<file path="config.mk">
export PLATFORM = sky130hd
export DESIGN_NAME = min_sec_counter_flat
export DESIGN_NICKNAME = d
export VERILOG_FILES = /design/src/rtl/min_sec_counter_if.sv /design/src/rtl/min_sec_counter.sv /design/src/flat_wrapper.sv
export SDC_FILE = /design/constraint.sdc
export NUM_CORES = 1
export LEC_CHECK = 0
export CELL_PAD_IN_SITES_DETAIL_PLACEMENT = 1
export CELL_PAD_IN_SITES_GLOBAL_PLACEMENT = 1
export CORE_MARGIN = 8
export CORE_UTILIZATION = 25
export DETAILED_ROUTE_END_ITERATION = 8
export DONT_BUFFER_PORTS = 1
export GPL_TIMING_DRIVEN = 0
export PLACE_DENSITY = 0.51
export SLEW_MARGIN = 20
export SYNTH_ARGS = -nofsm -noshare
export SYNTH_HDL_FRONTEND = slang
export SYNTH_SLANG_ARGS = --single-unit
export TNS_END_PERCENT = 100
</file>
<file path="constraint.sdc">
create_clock -name clk -period 1.98 [get_ports clk]
set_input_delay 0.396 -clock clk [delete_from_list [all_inputs] [get_ports clk]]
set_output_delay 0.396 -clock clk [all_outputs]
set_load 0.005 [all_outputs]
</file>
<file path="src/rtl/min_sec_counter_if.sv">
// Bundle of control inputs and display/pulse outputs for the minutes:seconds counter.
// The master side drives the controls; the slave side is the counter itself.
interface min_sec_counter_if;
  logic       run;
  logic       adj_min;
  logic       adj_hr;
  logic       clr_sec;
  logic [3:0] SH;
  logic [3:0] SL;
  logic [3:0] MH;
  logic [3:0] ML;
  logic       hour_en;
  logic       hour_adj;
  logic       sec_tick;

  modport master (
    output run, adj_min, adj_hr, clr_sec,
    input  SH, SL, MH, ML, hour_en, hour_adj, sec_tick
  );

  modport slave (
    input  run, adj_min, adj_hr, clr_sec,
    output SH, SL, MH, ML, hour_en, hour_adj, sec_tick
  );
endinterface

</file>
<file path="src/rtl/min_sec_counter.sv">
// BCD minutes:seconds counter with a clk-cycle prescaler, button adjust edges
// and one-cycle carry/adjust pulses for a downstream hours counter.
module min_sec_counter #(
  parameter int DIV = 50000000
) (
  input logic              clk,
  input logic              rst,
  min_sec_counter_if.slave bus
);

  localparam int PW = $clog2(DIV);
  localparam logic [PW-1:0] LAST = PW'(DIV - 1);

  logic [PW-1:0] presc;
  logic          adj_min_q;
  logic          adj_hr_q;

  logic       tick;
  logic       min_edge;
  logic       hr_edge;
  logic       sec_wrap;
  logic       min_at_59;
  logic [3:0] sh_n;
  logic [3:0] sl_n;
  logic [3:0] mh_n;
  logic [3:0] ml_n;

  // clr_sec masks the tick so a held clear can never leak a carry downstream
  always_comb begin
    tick      = bus.run && !bus.clr_sec && (presc == LAST);
    min_edge  = bus.adj_min && !adj_min_q;
    hr_edge   = bus.adj_hr && !adj_hr_q;
    sec_wrap  = tick && (bus.SH == 4'd5) && (bus.SL == 4'd9);
    min_at_59 = (bus.MH == 4'd5) && (bus.ML == 4'd9);

    sh_n = bus.SH;
    sl_n = bus.SL + 4'd1;
    if (bus.SL == 4'd9) begin
      sl_n = 4'd0;
      sh_n = (bus.SH == 4'd5) ? 4'd0 : bus.SH + 4'd1;
    end

    mh_n = bus.MH;
    ml_n = bus.ML + 4'd1;
    if (bus.ML == 4'd9) begin
      ml_n = 4'd0;
      mh_n = (bus.MH == 4'd5) ? 4'd0 : bus.MH + 4'd1;
    end
  end

  // A manual minute step on the carry edge absorbs the carry: one increment, no hour_en
  always_ff @(posedge clk) begin
    if (rst) begin
      presc        <= '0;
      bus.SH       <= 4'd0;
      bus.SL       <= 4'd0;
      bus.MH       <= 4'd0;
      bus.ML       <= 4'd0;
      bus.hour_en  <= 1'b0;
      bus.hour_adj <= 1'b0;
      bus.sec_tick <= 1'b0;
      adj_min_q    <= bus.adj_min;
      adj_hr_q     <= bus.adj_hr;
    end else begin
      adj_min_q    <= bus.adj_min;
      adj_hr_q     <= bus.adj_hr;
      bus.sec_tick <= tick;
      bus.hour_adj <= hr_edge;
      bus.hour_en  <= sec_wrap && min_at_59 && !min_edge;

      if (bus.clr_sec) begin
        presc  <= '0;
        bus.SH <= 4'd0;
        bus.SL <= 4'd0;
      end else if (bus.run) begin
        presc <= tick ? '0 : presc + PW'(1);
        if (tick) begin
          bus.SH <= sh_n;
          bus.SL <= sl_n;
        end
      end

      if (min_edge || sec_wrap) begin
        bus.MH <= mh_n;
        bus.ML <= ml_n;
      end
    end
  end

endmodule

</file>
<file path="src/flat_wrapper.sv">
// flat-port wrapper written by rule: the top's interface ports become plain ports
module min_sec_counter_flat 
#(
  parameter int DIV = 50000000
)
  (clk, rst, bus_run, bus_adj_min, bus_adj_hr, bus_clr_sec, bus_SH, bus_SL, bus_MH, bus_ML, bus_hour_en, bus_hour_adj, bus_sec_tick);
  min_sec_counter_if bus_i ();
  input logic clk;
  input logic rst;
  input wire logic [$bits(bus_i.run)-1:0] bus_run;
  input wire logic [$bits(bus_i.adj_min)-1:0] bus_adj_min;
  input wire logic [$bits(bus_i.adj_hr)-1:0] bus_adj_hr;
  input wire logic [$bits(bus_i.clr_sec)-1:0] bus_clr_sec;
  output wire logic [$bits(bus_i.SH)-1:0] bus_SH;
  output wire logic [$bits(bus_i.SL)-1:0] bus_SL;
  output wire logic [$bits(bus_i.MH)-1:0] bus_MH;
  output wire logic [$bits(bus_i.ML)-1:0] bus_ML;
  output wire logic [$bits(bus_i.hour_en)-1:0] bus_hour_en;
  output wire logic [$bits(bus_i.hour_adj)-1:0] bus_hour_adj;
  output wire logic [$bits(bus_i.sec_tick)-1:0] bus_sec_tick;
  assign bus_i.run = bus_run;
  assign bus_i.adj_min = bus_adj_min;
  assign bus_i.adj_hr = bus_adj_hr;
  assign bus_i.clr_sec = bus_clr_sec;
  assign bus_SH = bus_i.SH;
  assign bus_SL = bus_i.SL;
  assign bus_MH = bus_i.MH;
  assign bus_ML = bus_i.ML;
  assign bus_hour_en = bus_i.hour_en;
  assign bus_hour_adj = bus_i.hour_adj;
  assign bus_sec_tick = bus_i.sec_tick;
  min_sec_counter #(.DIV(DIV)) u_core (.clk(clk), .rst(rst), .bus(bus_i));
endmodule
</file>
==> results of run 1 <==
==> what timing repair did <==
action / CTS / global route
endpoints found under the setup margin: 42 / 32
pin swaps: 8 / 12
cloned: 0 / 1
buffers inserted: 11 / 12
gates resized for setup: 28 / 20
==> stage by stage <==
step	worst slack (ns)	total power [mW]	TNS, ns
CTS	-0.183	1.79	-0.720
detailed placement	-0.618	1.02	-16.56
floorplan	-0.0185	1.01	-0.390
global placement	-0.688	1.02	-18.44
global route	-0.265	1.84	-4.15
finish	-0.170	1.76	-0.794
==> state kept, by name, indices dropped and copies added, names as in the netlist <==
register             cells
u_core.adj_hr_q          1
u_core.adj_min_q         1
u_core.bus.MH            4
u_core.bus.ML            4
u_core.bus.SH            4
u_core.bus.SL            4
u_core.bus.hour_adj      1
u_core.bus.hour_en       1
u_core.bus.sec_tick      1
u_core.presc            26
==> cells by family after synthesis <==
kind of cell	after synthesis	share of synthesized area, %
and+or+nand+nor	130	32.8
DFF	47	42.3
AOI/OAI and AO/OA	27	8.16
xor gates and xnor gates	27	10.6
buffers and inverters	18	3.15
muxes	5	2.36
adders and majority gates	1	0.563
==> worst reg2reg max path, cell delays in order, from the launching register on <==
cell and delay, ns:
dfxtp_2 0.34, or4b_4 0.54, or4_4 0.46, o31ai_4 0.36, mux2i_1 0.23, a31oi_1 0.10
==> Yosys cell counts, drive strengths merged, types with 4 or more instances <==
library cell  instances
dfxtp                47
nor2                 43
xor2                 16
nand4                15
nand3                13
nand2                12
xnor2                11
a21oi                10
inv                  10
and3                  7
clkbuf                6
nor4bb                6
and4                  5
nor4                  5
o21ai                 5
nand2b                4
nor3                  4
==> where the power goes <==
part	leakage, nW	internal (mW)	switching, mW	total (mW)
clock network	0.0612	0.409	0.342	0.751
logic	0.544	0.0272	0.0297	0.0569
registers	0.384	0.948	0.00679	0.955
total	0.989	1.38	0.378	1.76
==> area by class of cell <==
class | instances | area [µm²] | share of cell area [%]
timing repair buffer | 24 | 205 | 7.21
buffer | 5 | 41.3 | 1.45
clock buffer | 6 | 82.6 | 2.90
clock inverter | 2 | 35.0 | 1.23
multi-input combinational | 190 | 1350 | 47.6
tap | 108 | 135 | 4.75
inverter | 10 | 37.5 | 1.32
sequential | 47 | 956 | 33.6
==> routing by layer <==
metal  vias up  global-route usage [%]
met2        30                    16.7
met1       956                    11.4
met5         -                       0
met3         4                    2.85
li1        959                       -
met4         0                    3.14
==> worst min path at each step <==
stage	startpoint	to	slack, ns	cells past startpoint
after floorplan	u_core.adj_hr_q	u_core.bus.hour_adj	0.37	1
after global placement	u_core.adj_hr_q	u_core.bus.hour_adj	0.38	1
after detailed placement	u_core.adj_hr_q	u_core.bus.hour_adj	0.39	1
after CTS	bus_adj_hr	u_core.adj_hr_q	0.1	0
after global routing	bus_adj_min	u_core.adj_min_q	0.09	0
final	bus_adj_hr	u_core.adj_hr_q	0.11	0
==> reports/qor.json, run 1 <==
{
  "floorplanning": {
    "fp-row-count": 34,
    "floorplan.die.height_um": 110,
    "io-pin-count": 25,
    "initial_utilization_pct": 25.6,
    "core_area_um2": 8680,
    "die_area_um2": 12200,
    "die_w_um": 110
  },
  "logic_synthesis": {
    "synth_top_cell_by_area": "dfxtp_1",
    "yosysSeqAreaShare_pct": 42.3,
    "synth_cell_type_count": 40,
    "netlist_instances": 255,
    "ys_ff_latch": 47,
    "synthArstFlopShare_pct": 0,
    "syn_area_per_cell_um2": 8.72,
    "ys_top_cells_by_area": "dfxtp_1, nor2_1, xor2_1",
    "synthFlopType": "dfxtp_1",
    "synth_enable_flop_cells": 0,
    "synth_fp_nets": 262,
    "yosys.area.top_type_share_pct": 42.3,
    "post_synth_instance_area_um2": 2220,
    "synth-warning-count": 0
  },
  "clock_network": {
    "clockBufferDepth": 2,
    "tritoncts": "built",
    "clkTransAtPathRegs_ns": 0.09,
    "tritoncts_num_sinks": 47,
    "cts.root.buffer_cell": "clkbuf_8",
    "tritoncts_buffers": 5,
    "hold_buffers": 0,
    "clock_tree.htree_level_count": 2,
    "clkLatencyLatePin_ns": 0.31
  },
  "setup_path": {
    "worst-r2r-cell-count": 5,
    "worstReg2RegStart": "u_core.presc[11]",
    "endpoint_kind": "register",
    "cpPeakStageDelay_ns": 0.54,
    "critical_path.cell_chain": "or4b_4, or4_4, o31ai_4, mux2i_1, a31oi_1",
    "critical_path_depth": 5,
    "crit_path_max_fanout": 5,
    "cpMaxStageDelayCell": "or4b_4",
    "critical_path.endpoint": "u_core.bus.ML[3]",
    "cp.buffers_inverters": 0,
    "r2r-end": "u_core.bus.ML[3]",
    "timing.critical_path.required_ns": 2.16,
    "worst_setup_path_start_kind": "register",
    "cpLargestDelayFamily": "simple AND/OR/NAND/NOR gates",
    "worst_ep_arrival_time_ns": 2.33,
    "critPathLaunch": "u_core.presc[11]",
    "criticalPathCategory": "reg -> reg",
    "reg2reg_setup_slack_ns": -0.17
  },
  "timing": {
    "setup_viol_count_final": 8,
    "actual_transition_at_the_worst_max_transition_pin_ns": 0.526,
    "grt_setup_unrepaired": "true",
    "timing.hold.ws_ns": 0.112,
    "final_hold_viol_count": 0,
    "final.min_clock_period_ns": 2.15,
    "worst_slack_ns": -0.170,
    "finalClockSkew_ns": 0.00780,
    "layout_worst_path_cycle_share_pct": 109,
    "timing.slew.headroom_pct": 64.9,
    "max_clock_freq_mhz": 465,
    "timing.final.max_slew_violations": 0
  },
  "power_and_ir_drop": {
    "leakagePower_nw": 0.989,
    "maximum_ir_drop_on_the_vdd_rail_v": 0.000263,
    "power_per_cell_area_nw_per_um2": 619
  },
  "layout": {
    "final_net_count": 290,
    "post-route-util_pct": 32.8,
    "final_cell_count_no_fill": 392,
    "drive_gt1_share_pct": 25.0,
    "layout-area-overhead-vs-synth_pct": 28.0,
    "nFillCells": 1019,
    "mostFrequentLayoutCell": "nor2_1",
    "diodes": 0,
    "stdcell_area_um2": 2850,
    "layout_common_cells": "nor2_1, dfxtp_1, buf_4, xor2_1, nand4_1"
  },
  "place": {
    "gp_congestion": 0.720,
    "placement.cell_area_um2": 2360,
    "placed_cells_incl_taps": 363,
    "dp_hpwl_um": 4070,
    "portBuffers": 0
  },
  "global_route": {
    "grt_total_usage_pct": 9.76,
    "grt_max_degree": 15,
    "grt_overflow": 0,
    "number_of_antenna_violations_at_the_first_check_in_global_routing": 0,
    "first_pass_grt_wire_length_um": 9450,
    "via_count_of_the_first_global_routing_pass": 1967
  },
  "routing": {
    "drt_pass1_iterations": 4,
    "dr_wl_met3_um": 366,
    "totalWireLength_um": 5990,
    "dr.max_layer_used": "met4",
    "detail_route.wirelength.met1_um": 2670,
    "vias_per_cell": 4.97,
    "antenna_violating_nets_post_route": 0,
    "drt_iter0_drc": 43,
    "drc": 0,
    "routedWlPerCell_um": 15.3,
    "wl_met2_um": 2920,
    "via_count": 1949
  },
  "outcome": {
    "failed_checks": "negative setup slack",
    "status": "finished with violations"
  },
  "flow_run": {
    "maxCapViolations": 0
  },
  "worst_hold_path": {
    "hold_class": "in -> reg"
  }
}
Note: power is estimated with default switching activity, not from simulation.
==> run 2, diff against run 1 <==
- CELL_PAD_IN_SITES_DETAIL_PLACEMENT: 1 -> 0
- CELL_PAD_IN_SITES_GLOBAL_PLACEMENT: 1 -> 2
- PLACE_DENSITY: 0.51 -> 0.6
- SLEW_MARGIN: 20 -> default
==> reports/qor.json, run 2 (synthesis results as in run 1) <==
{
  "layout": {
    "nFillCells": {"value": 937, "change": "-8.0%"},
    "post-route-util": {"value": 30.6, "unit": "%", "change": "-2.2 points"},
    "final_net_count": {"value": 276, "change": "-4.8%"},
    "mostFrequentLayoutCell": "nor2_1",
    "layout_common_cells": "nor2_1, dfxtp_1, xor2_1, nand4_1",
    "layout-area-overhead-vs-synth_pct": 19.4,
    "multi_input_comb_area": {"value": 1330, "unit": "µm²", "change": "-1.6%"},
    "regMostFlops": "u_core.presc",
    "largest_register_ffs": {"value": 26, "change": "unchanged"},
    "area.sequential": {"value": 956, "unit": "µm²", "change": "unchanged"},
    "drive_gt1_share": {"value": 19.3, "unit": "%", "change": "-5.7 points"},
    "diodes": {"value": 0, "change": "unchanged"}
  },
  "timing": {
    "final_hold_viol_count": {"value": 0, "change": "unchanged"},
    "finalClockSkew": {"value": 0.0140, "unit": "ns", "change": "+0.00623 ns"},
    "final.min_clock_period": {"value": 2.08, "unit": "ns", "change": "-0.0690 ns"},
    "timing.slew.headroom": {"value": 62.5, "unit": "%", "change": "-2.4 points"},
    "grt_setup_unrepaired": "true",
    "worst_slack": {"value": -0.101, "unit": "ns", "change": "+0.0690 ns"},
    "setup_total_negative_slack": {"value": -0.328, "unit": "ns", "change": "+0.467 ns"},
    "setup_viol_count_final": {"value": 4, "change": "-4"},
    "actual_transition_at_the_worst_max_transition_pin": {"value": 0.561, "unit": "ns", "change": "+0.0345 ns"},
    "max_clock_freq": {"value": 480, "unit": "MHz", "change": "+3.3%"},
    "layout_worst_path_cycle_share": {"value": 105, "unit": "%", "change": "-3.5 points"},
    "timing.final.max_slew_violations": {"value": 0, "change": "unchanged"}
  },
  "power_and_ir_drop": {
    "seqPwrFrac": {"value": 60.4, "unit": "%", "change": "+6.2 points"},
    "proportion_of_power_drawn_by_combinational_gates": {"value": 2.6, "unit": "%", "change": "-0.6 points"},
    "leakagePower": {"value": 0.862, "unit": "nW", "change": "-13%"},
    "internal_power": {"value": 1.21, "unit": "mW", "change": "-13%"},
    "sw_share": {"value": 23.4, "unit": "%", "change": "+2.0 points"},
    "share_clk_of_total_power": {"value": 37.0, "unit": "%", "change": "-5.6 points"},
    "power.switching": {"value": 0.371, "unit": "mW", "change": "-2.0%"},
    "power_per_cell_area": {"value": 595, "unit": "nW/µm²", "change": "-3.9%"},
    "total_power": {"value": 1.58, "unit": "mW", "change": "-10%"},
    "maximum_ir_drop_on_the_vdd_rail": {"value": 0.000219, "unit": "V", "change": "-17%"}
  },
  "setup_path": {
    "worst_setup_path_start_kind": "register",
    "timing.critical_path.required": {"value": 2.19, "unit": "ns", "change": "+0.03 ns"},
    "endpoint_kind": "register",
    "criticalPathCategory": "reg -> reg",
    "crit_path_max_fanout": {"value": 3, "change": "-2"},
    "worst_ep_arrival_time": {"value": 2.29, "unit": "ns", "change": "-0.04 ns"}
  },
  "floorplanning": {
    "die_area": {"value": 12200, "unit": "µm²", "change": "unchanged"},
    "io-pin-count": {"value": 25, "change": "unchanged"},
    "die_w": {"value": 110, "unit": "µm", "change": "unchanged"},
    "floorplan.die.height": {"value": 110, "unit": "µm", "change": "unchanged"},
    "core_area": {"value": 8680, "unit": "µm²", "change": "unchanged"},
    "initial_utilization": {"value": 25.6, "unit": "%", "change": "unchanged"},
    "fp-row-count": {"value": 34, "change": "unchanged"}
  },
  "worst_hold_path": {
    "hold_class": "in -> reg"
  },
  "global_route": {
    "via_count_of_the_first_global_routing_pass": {"value": 1799, "change": "-8.5%"},
    "grt_max_degree": {"value": 16, "change": "+1"},
    "grt_overflow": {"value": 0, "change": "unchanged"},
    "grt_total_usage": {"value": 9.22, "unit": "%", "change": "-0.54 points"},
    "number_of_antenna_violations_at_the_first_check_in_global_routing": {"value": 0, "change": "unchanged"},
    "first_pass_grt_wire_length": {"value": 8840, "unit": "µm", "change": "-6.4%"}
  },
  "routing": {
    "vias_per_cell": {"value": 4.76, "change": "-4.2%"},
    "antenna_violating_nets_post_route": {"value": 0, "change": "unchanged"},
    "drt_iter0_drc": {"value": 69, "change": "+60%"},
    "via_count": {"value": 1801, "change": "-7.6%"},
    "routedWlPerCell": {"value": 14.4, "unit": "µm", "change": "-5.7%"},
    "drc": {"value": 0, "change": "unchanged"},
    "totalWireLength": {"value": 5450, "unit": "µm", "change": "-9.1%"},
    "drt_pass1_iterations": {"value": 4, "change": "unchanged"}
  },
  "clock_network": {
    "clockBufferDepth": {"value": 2, "change": "unchanged"},
    "tritoncts_buffers": {"value": 5, "change": "unchanged"},
    "tritoncts": "built",
    "hold_buffers": {"value": 0, "change": "unchanged"},
    "cts.root.buffer_cell": "clkbuf_8",
    "clkLatencyLatePin": {"value": 0.30, "unit": "ns", "change": "about the same"},
    "tritoncts_num_sinks": {"value": 47, "change": "unchanged"},
    "clock_tree.htree_level_count": {"value": 2, "change": "unchanged"},
    "clkTransAtPathRegs": {"value": 0.10, "unit": "ns", "change": "about the same"}
  },
  "place": {
    "dp_hpwl": {"value": 3960, "unit": "µm", "change": "-2.5%"},
    "portBuffers": {"value": 0, "change": "unchanged"},
    "gp_congestion": {"value": 0.747, "change": "+3.8%"}
  },
  "outcome": {
    "status": "finished with violations",
    "failed_checks": "negative setup slack"
  },
  "flow_run": {
    "maxCapViolations": {"value": 0, "change": "unchanged"}
  }
}
-- run 2: layout make-up --
| class | instances | share of cell area [%] |
|---|---|---|
| well taps | 108 | 5.09 |
| repair buffers | 10 | 2.97 |
| multi-input cells | 190 | 50.2 |
| clock buffers | 5 | 2.59 |
| inverters | 10 | 1.41 |
| plain buffers | 5 | 0.990 |
| flip-flops and latches | 47 | 36.0 |
| clock inverters | 3 | 0.754 |
-- run 2: path summary, 6_finish.rpt --
| path | end | slack (ns) | depth (start not counted) | start |
|---|---|---|---|---|
| setup / recovery | u_core.bus.MH[3] | -0.10 | 6 | u_core.presc[9] |
| hold / removal | u_core.adj_hr_q | 0.11 | 0 | bus_adj_hr |
| setup reg to reg | u_core.bus.MH[3] | -0.10 | 6 | u_core.presc[9] |
| hold reg to reg | u_core.bus.hour_adj | 0.39 | 1 | u_core.adj_hr_q |
-- run 2: repair_timing --
item	CTS	global route
gates resized for setup	25	15
setup buffers	9	1
setup endpoints to repair	38	27
pin swaps	7	10
-- run 2: power groups by stage --
stage | Clock [mW] | Sequential (mW) | Combinational [mW]
finish | 0.585 | 0.955 | 0.0406
floorplan | 0 | 0.978 | 0.0285
detailed placement | 0 | 0.980 | 0.0388
global placement | 0 | 0.980 | 0.0389
global route | 0.663 | 0.957 | 0.0459
CTS | 0.622 | 0.956 | 0.0418
-- run 2: critical path, cell delays in order (launching register included) --
cell and delay (ns):
dfxtp_4 0.35, or4b_4 0.53, buf_4 0.15, nor4_4 0.20, nand4_1 0.24, a21oi_2 0.22, mux2_4 0.30
-- run 2: per-layer routing --
layer / global-route usage [%] / up-vias / wire [µm]
met5: 0 / - / 0
met4: 2.95 / 0 / 49
met3: 2.79 / 5 / 328
met2: 15.5 / 27 / 2540
met1: 10.9 / 835 / 2530
li1: - / 934 / -
-- run 2: stage by stage --
step	hold slack [ns]	instance area [µm²]	std cells	setup WS (ns)
after detailed placement	0.377	2360	363	-0.547
after CTS	0.0911	2610	378	-0.163
final	0.107	2660	378	-0.101
after floorplan	0.372	2220	255	-0.0185
after global routing	0.0840	2660	378	-0.207
after global placement	0.380	2360	363	-0.588
